### src/rtl/mem_io_pkg.sv
`default_nettype none
// +--------------------------------------------------------------------+
// | mem_io_pkg                                                         |
// | Shared types and constants for the CPU memory / IO bridge:        |
// | bridge state encoding, access-size codes, default IO window base  |
// | and store-side lane helpers.                                       |
// | Revision: 1.0                                                      |
// +--------------------------------------------------------------------+
package mem_io_pkg;

   typedef enum logic [1:0] {
      ST_IDLE = 2'd0,
      ST_MEM  = 2'd1,
      ST_IOW  = 2'd2,
      ST_RESP = 2'd3
   } state_e;

   localparam logic [1:0] SZ_BYTE = 2'd0;
   localparam logic [1:0] SZ_HALF = 2'd1;
   localparam logic [1:0] SZ_WORD = 2'd2;

   localparam logic [31:0] DEF_IO_BASE = 32'hFFFF_FC00;

   // Byte enables for a store of the given size at the given byte offset.
   function automatic logic [3:0] store_lanes(input logic [1:0] size,
                                              input logic [1:0] lo);
      logic [3:0] be;
      case (size)
         SZ_BYTE: be = 4'b0001 << lo;
         SZ_HALF: be = 4'b0011 << {lo[1], 1'b0};
         default: be = 4'b1111;
      endcase
      return be;
   endfunction

   // Narrow stores are copied into every lane so any enabled lane sees them.
   function automatic logic [31:0] store_replicate(input logic [1:0]  size,
                                                   input logic [31:0] data);
      logic [31:0] rep;
      case (size)
         SZ_BYTE: rep = {4{data[7:0]}};
         SZ_HALF: rep = {2{data[15:0]}};
         default: rep = data;
      endcase
      return rep;
   endfunction

endpackage
`default_nettype wire

### src/rtl/load_align.sv
`default_nettype none
// +--------------------------------------------------------------------+
// | load_align                                                         |
// | Combinational load-data lane extraction and zero/sign extension.  |
// | Ports:                                                             |
// |   word_i    : raw 32-bit word returned by memory or IO channel     |
// |   addr_lo_i : byte offset of the access within the word            |
// |   size_i    : access size code (byte / half / word)                |
// |   signed_i  : sign-extend narrow loads when 1                      |
// |   data_o    : aligned, extended load result                        |
// | Revision: 1.0                                                      |
// +--------------------------------------------------------------------+
module load_align
   import mem_io_pkg::*;
(
   input  logic [31:0] word_i,
   input  logic [1:0]  addr_lo_i,
   input  logic [1:0]  size_i,
   input  logic        signed_i,
   output logic [31:0] data_o
);

   logic [7:0]  w_byte;
   logic [15:0] w_half;

   always_comb begin
      w_byte = 8'h00;
      w_half = 16'h0000;
      data_o = word_i;
      case (addr_lo_i)
         2'd0:    w_byte = word_i[7:0];
         2'd1:    w_byte = word_i[15:8];
         2'd2:    w_byte = word_i[23:16];
         default: w_byte = word_i[31:24];
      endcase
      w_half = addr_lo_i[1] ? word_i[31:16] : word_i[15:0];
      case (size_i)
         SZ_BYTE: data_o = {{24{signed_i & w_byte[7]}}, w_byte};
         SZ_HALF: data_o = {{16{signed_i & w_half[15]}}, w_half};
         default: data_o = word_i;
      endcase
   end

endmodule
`default_nettype wire

### src/rtl/mem_io_bridge.sv
`default_nettype none
// +--------------------------------------------------------------------+
// | mem_io_bridge                                                      |
// | Single-outstanding CPU load/store bridge that steers each access  |
// | to a synchronous memory or to one of NUM_CH memory-mapped IO       |
// | channels with a fixed wait-state count.                            |
// | Ports:                                                             |
// |   clk, rst_n            : clock, synchronous active-low reset      |
// |   req_*, addr_in, wdata : CPU request (accepted when req_ready)    |
// |   rsp_valid, rdata,     : one-cycle completion, load data and      |
// |   addr_err                misalign / bad-channel error flag        |
// |   m_*                   : synchronous memory port                  |
// |   io_*                  : IO channel selects, write strobe, data   |
// | Revision: 1.0                                                      |
// +--------------------------------------------------------------------+
module mem_io_bridge
   import mem_io_pkg::*;
#(
   parameter int          NUM_CH         = 4,
   parameter logic [31:0] IO_BASE        = DEF_IO_BASE,
   parameter int          CH_STRIDE_LOG2 = 4,
   parameter int          IO_WAIT        = 2
) (
   input  logic                  clk,
   input  logic                  rst_n,
   input  logic                  req_valid,
   output logic                  req_ready,
   input  logic                  req_write,
   input  logic [1:0]            req_size,
   input  logic                  req_signed,
   input  logic [31:0]           addr_in,
   input  logic [31:0]           wdata,
   output logic                  rsp_valid,
   output logic [31:0]           rdata,
   output logic                  addr_err,
   output logic [31:0]           m_addr,
   output logic                  m_re,
   output logic                  m_we,
   output logic [3:0]            m_be,
   output logic [31:0]           m_wdata,
   input  logic [31:0]           m_rdata,
   output logic [NUM_CH-1:0]     io_sel,
   output logic                  io_we,
   output logic [31:0]           io_wdata,
   input  logic [32*NUM_CH-1:0]  io_rdata
);

   state_e      state_q, state_d;
   logic [31:0] addr_q, wdata_q, io_word_q, io_word_d;
   logic        write_q, signed_q, err_q, io_q;
   logic [1:0]  size_q;
   logic [2:0]  ch_q;
   logic [3:0]  wait_q, wait_d;

   logic        w_accept, w_is_io, w_err, w_io_last;
   logic [31:0] w_ch_idx, w_io_word, w_load;

   assign w_accept  = req_valid && (state_q == ST_IDLE);
   assign w_is_io   = (addr_in >= IO_BASE);
   assign w_ch_idx  = (addr_in - IO_BASE) >> CH_STRIDE_LOG2;
   assign w_io_last = (state_q == ST_IOW) && (wait_q == 4'd0);

   always_comb begin
      w_err = 1'b0;
      case (req_size)
         SZ_BYTE: w_err = 1'b0;
         SZ_HALF: w_err = addr_in[0];
         SZ_WORD: w_err = (addr_in[1:0] != 2'b00);
         default: w_err = 1'b1;
      endcase
      if (w_is_io && (w_ch_idx >= 32'(NUM_CH))) w_err = 1'b1;
   end

   // Channel mux uses constant part-selects so no out-of-range index is built.
   always_comb begin
      w_io_word = 32'h0;
      for (int k = 0; k < NUM_CH; k++) begin
         if (ch_q == 3'(k)) w_io_word = io_rdata[32*k +: 32];
      end
   end

   // State register and request capture.
   always_ff @(posedge clk) begin
      if (!rst_n) begin
         state_q   <= ST_IDLE;
         addr_q    <= 32'h0;
         wdata_q   <= 32'h0;
         write_q   <= 1'b0;
         signed_q  <= 1'b0;
         size_q    <= SZ_BYTE;
         err_q     <= 1'b0;
         io_q      <= 1'b0;
         ch_q      <= 3'd0;
         wait_q    <= 4'd0;
         io_word_q <= 32'h0;
      end else begin
         state_q   <= state_d;
         wait_q    <= wait_d;
         io_word_q <= io_word_d;
         if (w_accept) begin
            addr_q   <= addr_in;
            wdata_q  <= wdata;
            write_q  <= req_write;
            signed_q <= req_signed;
            size_q   <= req_size;
            err_q    <= w_err;
            io_q     <= w_is_io;
            ch_q     <= w_ch_idx[2:0];
         end
      end
   end

   // Next-state logic.
   always_comb begin
      state_d   = state_q;
      wait_d    = wait_q;
      io_word_d = io_word_q;
      case (state_q)
         ST_IDLE: begin
            if (w_accept) begin
               if (w_err)        state_d = ST_RESP;
               else if (w_is_io) state_d = ST_IOW;
               else              state_d = ST_MEM;
               wait_d = 4'(IO_WAIT - 1);
            end
         end
         ST_MEM: state_d = ST_RESP;
         ST_IOW: begin
            if (w_io_last) begin
               state_d   = ST_RESP;
               io_word_d = w_io_word;
            end else begin
               wait_d = wait_q - 4'd1;
            end
         end
         default: state_d = ST_IDLE;
      endcase
   end

   // Memory read data arrives in RESP, one cycle after m_re; IO data was
   // registered in the last wait cycle.
   load_align u_load_align (
      .word_i    (io_q ? io_word_q : m_rdata),
      .addr_lo_i (addr_q[1:0]),
      .size_i    (size_q),
      .signed_i  (signed_q),
      .data_o    (w_load)
   );

   // Output decode.
   always_comb begin
      req_ready = rst_n && (state_q == ST_IDLE);
      rsp_valid = 1'b0;
      rdata     = 32'h0;
      addr_err  = 1'b0;
      m_addr    = 32'h0;
      m_re      = 1'b0;
      m_we      = 1'b0;
      m_be      = 4'h0;
      m_wdata   = 32'h0;
      io_sel    = '0;
      io_we     = 1'b0;
      io_wdata  = 32'h0;
      case (state_q)
         ST_MEM: begin
            m_addr = {addr_q[31:2], 2'b00};
            m_re   = !write_q;
            m_we   = write_q;
            m_be   = store_lanes(size_q, addr_q[1:0]);
            if (write_q) m_wdata = store_replicate(size_q, wdata_q);
         end
         ST_IOW: begin
            for (int k = 0; k < NUM_CH; k++) io_sel[k] = (ch_q == 3'(k));
            io_we = write_q && w_io_last;
            if (write_q) io_wdata = store_replicate(size_q, wdata_q);
         end
         ST_RESP: begin
            rsp_valid = 1'b1;
            addr_err  = err_q;
            if (!err_q && !write_q) rdata = w_load;
         end
         default: ;
      endcase
   end

endmodule
`default_nettype wire

### config.mk
export PLATFORM = sky130hd
export DESIGN_NAME = mem_io_bridge
export DESIGN_NICKNAME = d
export VERILOG_FILES = /design/src/rtl/mem_io_pkg.sv /design/src/rtl/load_align.sv /design/src/rtl/mem_io_bridge.sv
export SDC_FILE = /design/constraint.sdc
export NUM_CORES = 1
export LEC_CHECK = 0
export CAP_MARGIN = 10
export CORE_AREA = 2 2 146 148
export CTS_BUF_LIST = sky130_fd_sc_hd__clkbuf_4
export CTS_CLUSTER_SIZE = 14
export DETAILED_ROUTE_END_ITERATION = 12
export DIE_AREA = 0 0 148 150
export PLACE_DENSITY = 0.71
export SLEW_MARGIN = 20
export SYNTH_ARGS = -nofsm -noshare
export SYNTH_HDL_FRONTEND = slang
export SYNTH_SLANG_ARGS = --single-unit
### constraint.sdc
create_clock -name clk -period 5.3 [get_ports clk]
set_input_delay 1.06 -clock clk [delete_from_list [all_inputs] [get_ports clk]]
set_output_delay 1.06 -clock clk [all_outputs]
set_load 0.05 [all_outputs]
[Word-level counts from Yosys, hierarchy flattened]
Index checks and enable logic that the tools add are counted.
Word-level totals
  output and inout bits: 142
  register bits after elaboration: 111
  logic and storage cells: 85
  input bits: 231
Cells by class
  $lt $le $gt $ge: 2
  shifts and indexed selects: 2
  bitwise gates (word level): 2
  add/subtract/negate cells: 2
  mux-type cells: 33
  reduce and logical (&&, ||, !) cells: 19
  equality and inequality tests: 14
Operators by type and width (number)
  2-to-1 mux 32 bit: 11
  case mux 32 bit (2 select lines): 2
  >= comparator 32 bit, second input constant: 1
  subtractor 32 bit, second input constant: 1
  >= comparator 28 x 3 -> 1 bit, second input constant: 1
  case mux 8 bit (3 select lines): 1
  2-to-1 mux 16 bit: 1
  2-to-1 mux 4 bit: 4
  case mux 4 bit (2 select lines): 2
  equality test 2 x 1 -> 1 bit, second input constant: 4
  equality test 2 bit, second input constant: 4
  zero test 2 bit: 4
  2-to-1 mux 2 bit: 4
  equality test 3 x 2 -> 1 bit, second input constant: 2
  logical AND 1 bit: 6
  2-to-1 mux 1 bit: 6
  != test 2 bit, second input constant: 3
  case mux 2 bit (3 select lines): 1
  zero test 4 bit: 1
  AND reduction 2 bit: 2
  nonzero test 2 bit: 2
  << shifter 1 x 2 -> 4 bit, first input constant: 1
  << shifter 2 x 2 -> 4 bit, first input constant: 1
  subtractor 4 x 1 -> 4 bit, second input constant: 1
  6 further kinds: 8

[Longest topological paths before layout]
Gate-level depths: netlist of run 1.
  depth after elaboration: 7
  mapped depth: 8
  depth with buffers taken out: 7

[Modules after synthesis]
Synthesis of run 1 repeated with hierarchy kept, for this count alone.
Second synthesis, totals
  cells, all modules: 897
  area total of the unflattened synthesis: 7418.4 sq um
Modules (own cells, without submodules)
  mem_io_bridge: instances 1, cells each 782, area an instance 6542.5 sq um
  load_align: instances 1, cells each 115, area an instance 875.8 sq um

[Worst setup path before layout of run 1]
Ideal clock, no wire load.
  path type: input to output
  start: in m_rdata[23]
  end: out rdata[15]
  buffers on the path: 0
  cell stages on the path: 5
  arrival: 3032 ps
  setup slack: 1208 ps
  cells stage by stage: mux2_2 > a22oi_1 > a2111oi_4 > a21oi_1 > a211oi_1
On the way
  word-level cells in the longest chain between the ends: 6
RTL lines
  from (decl): RTL line mem_io_bridge.sv:41  | input logic [31:0] m_rdata,
  2-to-1 mux 32 bit: RTL line mem_io_bridge.sv:143  | .word_i (io_q ? io_word_q : m_rdata),
  case mux 8 bit (3 select lines): RTL line load_align.sv:30  | case (addr_lo_i)
  bitwise AND 1 bit: RTL line load_align.sv:38  | SZ_BYTE: data_o = {{24{signed_i & w_byte[7]}}, w_byte};
  case mux 32 bit (2 select lines): RTL line load_align.sv:37  | case (size_i)
  2-to-1 mux 32 bit: RTL line mem_io_bridge.sv:180  | if (!err_q && !write_q) rdata = w_load;
  2-to-1 mux 32 bit: RTL line mem_io_bridge.sv:164  | case (state_q)
  to (decl): RTL line mem_io_bridge.sv:34  | output logic [31:0] rdata,
No other way between the ends.

[Worst setup path after layout of run 1]
  start: in m_rdata[23]
  end: out rdata[11]
Same word-level chain as after synthesis.

==> metrics.txt, run 1 <==
# TYPE chip_impl_metric gauge
chip_impl_info{name="outcome",value="finished clean"} 1
chip_impl_metric{name="powerDensity",unit="mW/mm^2"} 283
chip_impl_metric{name="synth_sequential_area_ratio",unit="%"} 30.6
chip_impl_info{name="endpoint_kind",value="output port"} 1
chip_impl_metric{name="portBuffers",unit=""} 370
chip_impl_metric{name="antenna_found_initial",unit=""} 3
chip_impl_metric{name="final.setup.worst_slack",unit="ns"} 0.499
chip_impl_metric{name="synth_compound_area_share",unit="%"} 19.8
chip_impl_info{name="worst_hold_path_type",value="reg -> reg"} 1
chip_impl_metric{name="clock_skew",unit="ns"} 0.0225
chip_impl_metric{name="grt_pass1_vias",unit=""} 7548
chip_impl_metric{name="timing.fmax",unit="MHz"} 208
chip_impl_metric{name="synth_enable_flop_cells",unit=""} 0
chip_impl_metric{name="finalPower",unit="mW"} 3.12
chip_impl_metric{name="drt_wl_total",unit="mm"} 28.9
chip_impl_metric{name="report.final.setup_viol",unit=""} 0
chip_impl_info{name="start_kind",value="primary input"} 1
chip_impl_metric{name="finalHoldViolations",unit=""} 0
chip_impl_metric{name="post_synth_and_or_nand_nor_area_fraction",unit="%"} 23.2
chip_impl_metric{name="timing.slew.headroom",unit="%"} 24.6
chip_impl_metric{name="floorplan.initialDensity",unit="%"} 34.1
chip_impl_metric{name="clock-sinks",unit=""} 108
chip_impl_metric{name="drt_pre_antenna_iters",unit=""} 6
chip_impl_metric{name="detail_route.vias_per_cell",unit=""} 5.27
chip_impl_info{name="synth_top_family_by_area",value="simple AND/OR/NAND/NOR gates"} 1
chip_impl_metric{name="core",unit="mm^2"} 0.0207
chip_impl_metric{name="area.growth.synth_to_final",unit="%"} 56.2
chip_impl_metric{name="max_cap_viol_count",unit=""} 0
chip_impl_info{name="clock-root-buffer",value="sky130_fd_sc_hd__clkbuf_4"} 1
chip_impl_metric{name="io-pin-count",unit=""} 373
chip_impl_metric{name="cts_setup_buffers",unit=""} 0
chip_impl_info{name="synth_flop_cell",value="sky130_fd_sc_hd__dfxtp_1"} 1
chip_impl_metric{name="synthDistinctLibCells",unit=""} 56
chip_impl_metric{name="count_of_hold_buffers_inserted_by_post_cts_repair",unit=""} 0
chip_impl_metric{name="insertion_delay_to_the_later_sink_of_the_worst_skew_pair",unit="ns"} 0.49
chip_impl_metric{name="layout_worst_path_cycle_share",unit="%"} 90.6
chip_impl_metric{name="preCtsSetupSlack",unit="ns"} 0.541
chip_impl_metric{name="die_area",unit="mm^2"} 0.0222
chip_impl_metric{name="overall_global_routing_resource_usage",unit="%"} 24.8
chip_impl_metric{name="synth_cells",unit=""} 871
chip_impl_metric{name="grt-ovfl-total",unit=""} 0
chip_impl_metric{name="place_area",unit="mm^2"} 0.0109
chip_impl_metric{name="timing_max_transition_violations_final",unit=""} 0
chip_impl_metric{name="worst_ir_drop_vdd",unit="uV"} 172
chip_impl_metric{name="ys_seq_elements",unit=""} 108
chip_impl_metric{name="critPathMaxFanout",unit=""} 7
chip_impl_info{name="cp_common_cell",value="sky130_fd_sc_hd__clkdlybuf4s50_1"} 1
chip_impl_metric{name="cellLeakagePower",unit="nW"} 3.86
chip_impl_metric{name="clockBufferDepth",unit=""} 2
chip_impl_info{name="family_of_cells_with_the_greatest_summed_delay_on_the_critical_path",value="buffers and inverters"} 1
chip_impl_metric{name="layout-drive-gt1-share",unit="%"} 9.30
chip_impl_metric{name="dieHeight",unit="um"} 150
chip_impl_metric{name="final_util",unit="%"} 53.4
chip_impl_info{name="post-synth-top-area-cell",value="sky130_fd_sc_hd__dfxtp_1"} 1
chip_impl_metric{name="finalCriticalPeriod",unit="ns"} 4.80
chip_impl_metric{name="num_rows",unit=""} 53
chip_impl_metric{name="detailedRoute.firstIterationViolations",unit=""} 349
chip_impl_metric{name="grt_pass1_wl",unit="mm"} 42.4
chip_impl_metric{name="clock_pin_slew_reported_for_the_worst_setup_and_hold_paths_after_clock_tree_synthesis",unit="ns"} 0.17
chip_impl_metric{name="dr_total_vias",unit=""} 7736
chip_impl_metric{name="ant_nets_after_route",unit=""} 0
chip_impl_info{name="synth.cells.most_frequent",value="174 x sky130_fd_sc_hd__nand2_1, 108 x sky130_fd_sc_hd__dfxtp_1, 94 x sky130_fd_sc_hd__nor2_1"} 1
chip_impl_info{name="yosys.cell_count.top_type",value="sky130_fd_sc_hd__nand2_1"} 1
chip_impl_metric{name="worst_path_largest_cell_delay",unit="ns"} 0.83
chip_impl_metric{name="grt_max_degree",unit=""} 85
chip_impl_metric{name="yosys_warnings",unit=""} 0
chip_impl_metric{name="nNetsFinal",unit=""} 1424
chip_impl_metric{name="post_synth_mux_area_share",unit="%"} 19.9
chip_impl_metric{name="design_area",unit="mm^2"} 0.0110
chip_impl_metric{name="htreeDepth",unit=""} 3
chip_impl_metric{name="critical_path.n_buffers_inverters",unit=""} 2
chip_impl_info{name="setup_repair_after_global_routing_missed_its_margin",value="no"} 1
chip_impl_info{name="synth_top_cells_by_area",value="sky130_fd_sc_hd__dfxtp_1 31%, sky130_fd_sc_hd__mux4_2 11%, sky130_fd_sc_hd__nand2_1 9.2%, sky130_fd_sc_hd__a21boi_0 7.0%, sky130_fd_sc_hd__mux2i_1 5.2%"} 1
chip_impl_metric{name="cts.repair.resized",unit=""} 0
chip_impl_metric{name="dp_hpwl",unit="mm"} 22.0
chip_impl_metric{name="worstMarginPinSlew",unit="ns"} 1.13
chip_impl_metric{name="setup_tns",unit="ns"} 0
chip_impl_metric{name="gp_congestion",unit=""} 0.868
chip_impl_metric{name="synthXorXnorAreaFrac",unit="%"} 0.248
chip_impl_metric{name="worst_ep_arrival_time",unit="ns"} 3.74
chip_impl_info{name="worstPathCellList",value="clkdlybuf4s50_1 -> mux2_2 -> a22oi_1 -> a2111oi_4 -> nand2_1 -> a21oi_1 -> clkdlybuf4s50_1"} 1
chip_impl_metric{name="detail_route.wl_per_cell",unit="um"} 19.7
chip_impl_metric{name="drt_drc_violations_left",unit=""} 0
chip_impl_metric{name="yosys.area.top_type_share",unit="%"} 30.6
chip_impl_metric{name="fp.dieW",unit="um"} 148
chip_impl_metric{name="post_synth_design_cell_area",unit="mm^2"} 0.00707
chip_impl_info{name="tritoncts_clock_tree",value="built"} 1
chip_impl_metric{name="cts_made_buffers",unit=""} 9
chip_impl_metric{name="postSynth.asyncResetShare",unit="%"} 0
chip_impl_metric{name="timing.critical_path.required",unit="ns"} 4.24
chip_impl_metric{name="synthAdderAreaFrac",unit="%"} 0.885
chip_impl_info{name="critical_path_class",value="in -> out"} 1
chip_impl_info{name="worst_path_max_delay_cell",value="sky130_fd_sc_hd__clkdlybuf4s50_1"} 1
chip_impl_metric{name="post_synth.cell_area_avg",unit="um^2"} 8.11
report_power, final:
part / internal [mW] / switching (mW)
Combinational: 0.641 / 0.942
Clock: 0.104 / 0.311
Sequential: 0.974 / 0.151
Total: 1.72 / 1.40
layer usage:
metal  track usage, %  part of all wire (%)
met1             28.5                    39
met5                0                 0.045
met4             11.3                   3.5
met2             43.8                    50
met3             5.79                   8.0
layout make-up:
class                      count  area [um^2]
antenna                        1         2.50
clock buffer                   9         67.6
clock inverter                 7         58.8
fill                        2040         9650
inverter                      14         52.6
multi-input combinational    670         4550
sequential                   108         2170
tap                          275          344
timing repair buffer         385         3800
worst min-delay path, stage by stage (launching register included):
cell	delay (ns)
sky130_fd_sc_hd__dfxtp_1	0.34
sky130_fd_sc_hd__nand2_1	0.04
sky130_fd_sc_hd__a21boi_0	0.06
final timing paths:
kind	end	startpoint	slack, ns	cells after the start
setup / recovery	rdata[11]	m_rdata[23]	0.50	7
hold / removal	addr_q[2]	addr_q[2]	0.47	2
setup reg to reg	io_word_q[29]	state_q[0]	2.87	8
hold reg to reg	addr_q[2]	addr_q[2]	0.47	2
registers in the layout (all words and copies together) (netlist names):
name,cells
addr_q,32
err_q,1
io_q,1
io_word_q,32
signed_q,1
size_q,2
state_q,2
wait_q,4
wdata_q,32
write_q,1
placed cells by master, fill, tap and decap left out, types with 22 or more instances in the layout:
cell and instances:
sky130_fd_sc_hd__clkdlybuf4s50_1 364, sky130_fd_sc_hd__nand2_1 173, sky130_fd_sc_hd__dfxtp_1 105, sky130_fd_sc_hd__nor2_1 93
sky130_fd_sc_hd__a21boi_0 66, sky130_fd_sc_hd__a22oi_1 40, sky130_fd_sc_hd__a21oi_1 39, sky130_fd_sc_hd__mux2i_1 37
sky130_fd_sc_hd__mux4_2 35, sky130_fd_sc_hd__and2_1 32, sky130_fd_sc_hd__mux2_2 22
per-stage QoR:
stage,cells,hold slack [ns]
after global routing,1469,0.498
after detailed placement,1452,0.450
after floorplan,872,0.432
final,1469,0.470
after CTS,1468,0.472
after global placement,1452,0.442
kinds of logic (layout without fill, tap and decap cells):
logic type | Yosys count | after routing
mux | 94 | 94
other cells | 1 | 3
simple gates | 366 | 366
flops | 108 | 108
xor+xnor | 2 | 2
compound gates | 201 | 201
fa+ha+maj | 5 | 5
buf+inv | 94 | 415
Power figures use the tool's default switching activity.
==> run 2, diff against run 1 <==
- CORE_AREA: 2 2 146 148 -> not set
- CORE_UTILIZATION: not set -> 30
- DIE_AREA: 0 0 148 150 -> not set
- PLACE_DENSITY: 0.71 -> 0.64
==> metrics.txt, run 2 (same netlist as run 1, synthesis figures left out) <==
# TYPE chip_impl_metric gauge
chip_impl_metric{name="drt_pre_antenna_iters",unit=""} 5
chip_impl_metric{name="timing.fmax",unit="MHz"} 207
chip_impl_metric{name="setup_tns",unit="ns"} 0
chip_impl_info{name="biggestRegsByFlops",value="addr_q x32, io_word_q x32, wdata_q x32"} 1
chip_impl_metric{name="clockBufferDepth",unit=""} 2
chip_impl_metric{name="detail_route.vias_per_cell",unit=""} 5.06
chip_impl_metric{name="timing.slew.headroom",unit="%"} 35.4
chip_impl_metric{name="dieHeight",unit="um"} 155
chip_impl_metric{name="finalCriticalPeriod",unit="ns"} 4.83
chip_impl_metric{name="grt_max_degree",unit=""} 85
chip_impl_metric{name="worst_ir_drop_vdd",unit="uV"} 187
chip_impl_metric{name="timing_max_transition_violations_final",unit=""} 0
chip_impl_info{name="cp_common_cell",value="sky130_fd_sc_hd__clkdlybuf4s50_1"} 1
chip_impl_metric{name="layout_worst_path_cycle_share",unit="%"} 91.2
chip_impl_info{name="worst_hold_path_type",value="reg -> reg"} 1
chip_impl_metric{name="antenna_found_initial",unit=""} 4
chip_impl_metric{name="hold_depth",unit=""} 2
chip_impl_metric{name="report.final.setup_viol",unit=""} 0
chip_impl_info{name="setup_repair_after_global_routing_missed_its_margin",value="no"} 1
chip_impl_metric{name="gp_congestion",unit=""} 0.834
chip_impl_metric{name="nNetsFinal",unit=""} 1425
chip_impl_metric{name="area.growth.synth_to_final",unit="%"} 57.1
chip_impl_metric{name="preCtsSetupSlack",unit="ns"} 0.482
chip_impl_metric{name="num_rows",unit=""} 55
chip_impl_metric{name="cts_made_buffers",unit=""} 9
chip_impl_metric{name="dp_hpwl",unit="mm"} 22.7
chip_impl_info{name="layout.cells.most_common",value="sky130_fd_sc_hd__clkdlybuf4s50_1"} 1
chip_impl_metric{name="critPathMaxFanout",unit=""} 16
chip_impl_metric{name="critical_path.n_buffers_inverters",unit=""} 2
chip_impl_metric{name="portBuffers",unit=""} 370
chip_impl_metric{name="grt_pass1_vias",unit=""} 7523
chip_impl_metric{name="floorplan.initialDensity",unit="%"} 30.9
chip_impl_metric{name="n_fill_cell",unit=""} 2242
chip_impl_metric{name="clock-sinks",unit=""} 108
chip_impl_metric{name="clock_pin_slew_reported_for_the_worst_setup_and_hold_paths_after_clock_tree_synthesis",unit="ns"} 0.18
chip_impl_metric{name="insertion_delay_to_the_later_sink_of_the_worst_skew_pair",unit="ns"} 0.49
chip_impl_metric{name="grt-ovfl-total",unit=""} 0
chip_impl_metric{name="final.setup.worst_slack",unit="ns"} 0.466
chip_impl_metric{name="detailedRoute.firstIterationViolations",unit=""} 368
chip_impl_metric{name="cellLeakagePower",unit="nW"} 3.87
chip_impl_metric{name="drt_wl_total",unit="mm"} 30.0
chip_impl_metric{name="ant_nets_after_route",unit=""} 0
chip_impl_metric{name="worst_ep_arrival_time",unit="ns"} 3.77
chip_impl_metric{name="max_cap_viol_count",unit=""} 0
chip_impl_metric{name="cts.repair.resized",unit=""} 0
chip_impl_metric{name="post-place-cells",unit=""} 1491
chip_impl_metric{name="count_of_hold_buffers_inserted_by_post_cts_repair",unit=""} 0
chip_impl_metric{name="io-pin-count",unit=""} 373
chip_impl_metric{name="clock_skew",unit="ns"} 0.0207
chip_impl_metric{name="detail_route.wl_per_cell",unit="um"} 19.9
chip_impl_info{name="layout_common_cells",value="362 x sky130_fd_sc_hd__clkdlybuf4s50_1, 173 x sky130_fd_sc_hd__nand2_1, 105 x sky130_fd_sc_hd__dfxtp_1"} 1
chip_impl_metric{name="worst-path-stages",unit=""} 7
chip_impl_metric{name="cts_setup_buffers",unit=""} 0
chip_impl_metric{name="worst_path_largest_cell_delay",unit="ns"} 0.75
chip_impl_metric{name="powerDensity",unit="mW/mm^2"} 282
chip_impl_info{name="start_kind",value="primary input"} 1
chip_impl_metric{name="design_area",unit="mm^2"} 0.0111
chip_impl_metric{name="overall_global_routing_resource_usage",unit="%"} 24.2
chip_impl_metric{name="core",unit="mm^2"} 0.0228
chip_impl_info{name="tritoncts_clock_tree",value="built"} 1
chip_impl_info{name="outcome",value="finished clean"} 1
chip_impl_info{name="clock-root-buffer",value="sky130_fd_sc_hd__clkbuf_4"} 1
chip_impl_info{name="worstPathCellList",value="clkdlybuf4s50_1 -> mux2_2 -> a22oi_1 -> a2111oi_4 -> o21ai_2 -> a21oi_1 -> clkdlybuf4s50_1"} 1
chip_impl_metric{name="stdcell_count",unit=""} 1510
chip_impl_info{name="critical_path_class",value="in -> out"} 1
chip_impl_metric{name="drt_drc_violations_left",unit=""} 0
chip_impl_metric{name="layout-drive-gt1-share",unit="%"} 9.55
chip_impl_info{name="endpoint_kind",value="output port"} 1
chip_impl_info{name="family_of_cells_with_the_greatest_summed_delay_on_the_critical_path",value="compound AO/OA/AOI/OAI gates"} 1
chip_impl_metric{name="grt_pass1_wl",unit="mm"} 44.4
chip_impl_metric{name="worstMarginPinSlew",unit="ns"} 0.963
chip_impl_metric{name="worst_r2r_path_depth",unit=""} 7
chip_impl_metric{name="timing.critical_path.required",unit="ns"} 4.24
chip_impl_metric{name="place_area",unit="mm^2"} 0.0110
chip_impl_metric{name="final_util",unit="%"} 48.6
chip_impl_info{name="worst_path_max_delay_cell",value="sky130_fd_sc_hd__clkdlybuf4s50_1"} 1
chip_impl_metric{name="dr_total_vias",unit=""} 7646
chip_impl_metric{name="die_area",unit="mm^2"} 0.0242
chip_impl_metric{name="fp.dieW",unit="um"} 155
chip_impl_metric{name="finalHoldViolations",unit=""} 0
chip_impl_metric{name="htreeDepth",unit=""} 3
==> run 2: cell count changes in the layout (fill, tap and decap cells not counted), sizes merged <==
cell           before  now
buf                21   24
clkdlybuf4s50     364  362
diode               1    3
clkbuf              9   10
clkinvlp            1    0
==> run 2: tightest hold or removal path, delay by kind of cell, from the launching register on <==
family | cells | cell delay (ns)
simple gates | 1 | 0.05
flops | 1 | 0.35
compound gates | 1 | 0.05
==> run 2: path summary, 6_finish.rpt <==
kind               startpoint          to  slack [ns]
setup / recovery  m_rdata[23]   rdata[31]        0.47
hold / removal     addr_q[30]  addr_q[30]        0.47
setup reg to reg   state_q[0]   wait_q[3]        2.70
hold reg to reg    addr_q[30]  addr_q[30]        0.47
==> run 2: layout make-up <==
| type | instances | area, um^2 | share of cell area, % |
|---|---|---|---|
| repair buffers | 386 | 3800 | 34.2 |
| multi-input cells | 670 | 4550 | 41.0 |
| clock buffers | 10 | 75.1 | 0.676 |
| diodes | 3 | 7.51 | 0.0676 |
| inverters | 14 | 52.6 | 0.473 |
| flip-flops and latches | 108 | 2170 | 19.5 |
| well taps | 313 | 392 | 3.53 |
| clock inverters | 6 | 55.1 | 0.496 |
==> run 2: per-stage QoR <==
step,power (mW),hold WS [ns]
2_1_floorplan,2.12,0.432
3_3_place_gp,2.73,0.443
3_5_place_dp,2.74,0.449
4_1_cts,3.18,0.472
5_1_grt,3.35,0.501
6_report,3.13,0.468
==> run 2: routing by layer <==
metal	vias up	track usage [%]	wire length [um]
met2	284	42.2	14700
met5	-	0	15
met3	41	6.85	2500
met1	3629	28.0	11900
met4	2	8.68	808
li1	3690	-	-
==> run 2: report_power, final <==
group	switching, mW	internal [mW]
logic	0.961	0.643
clock network	0.314	0.112
registers	0.131	0.974
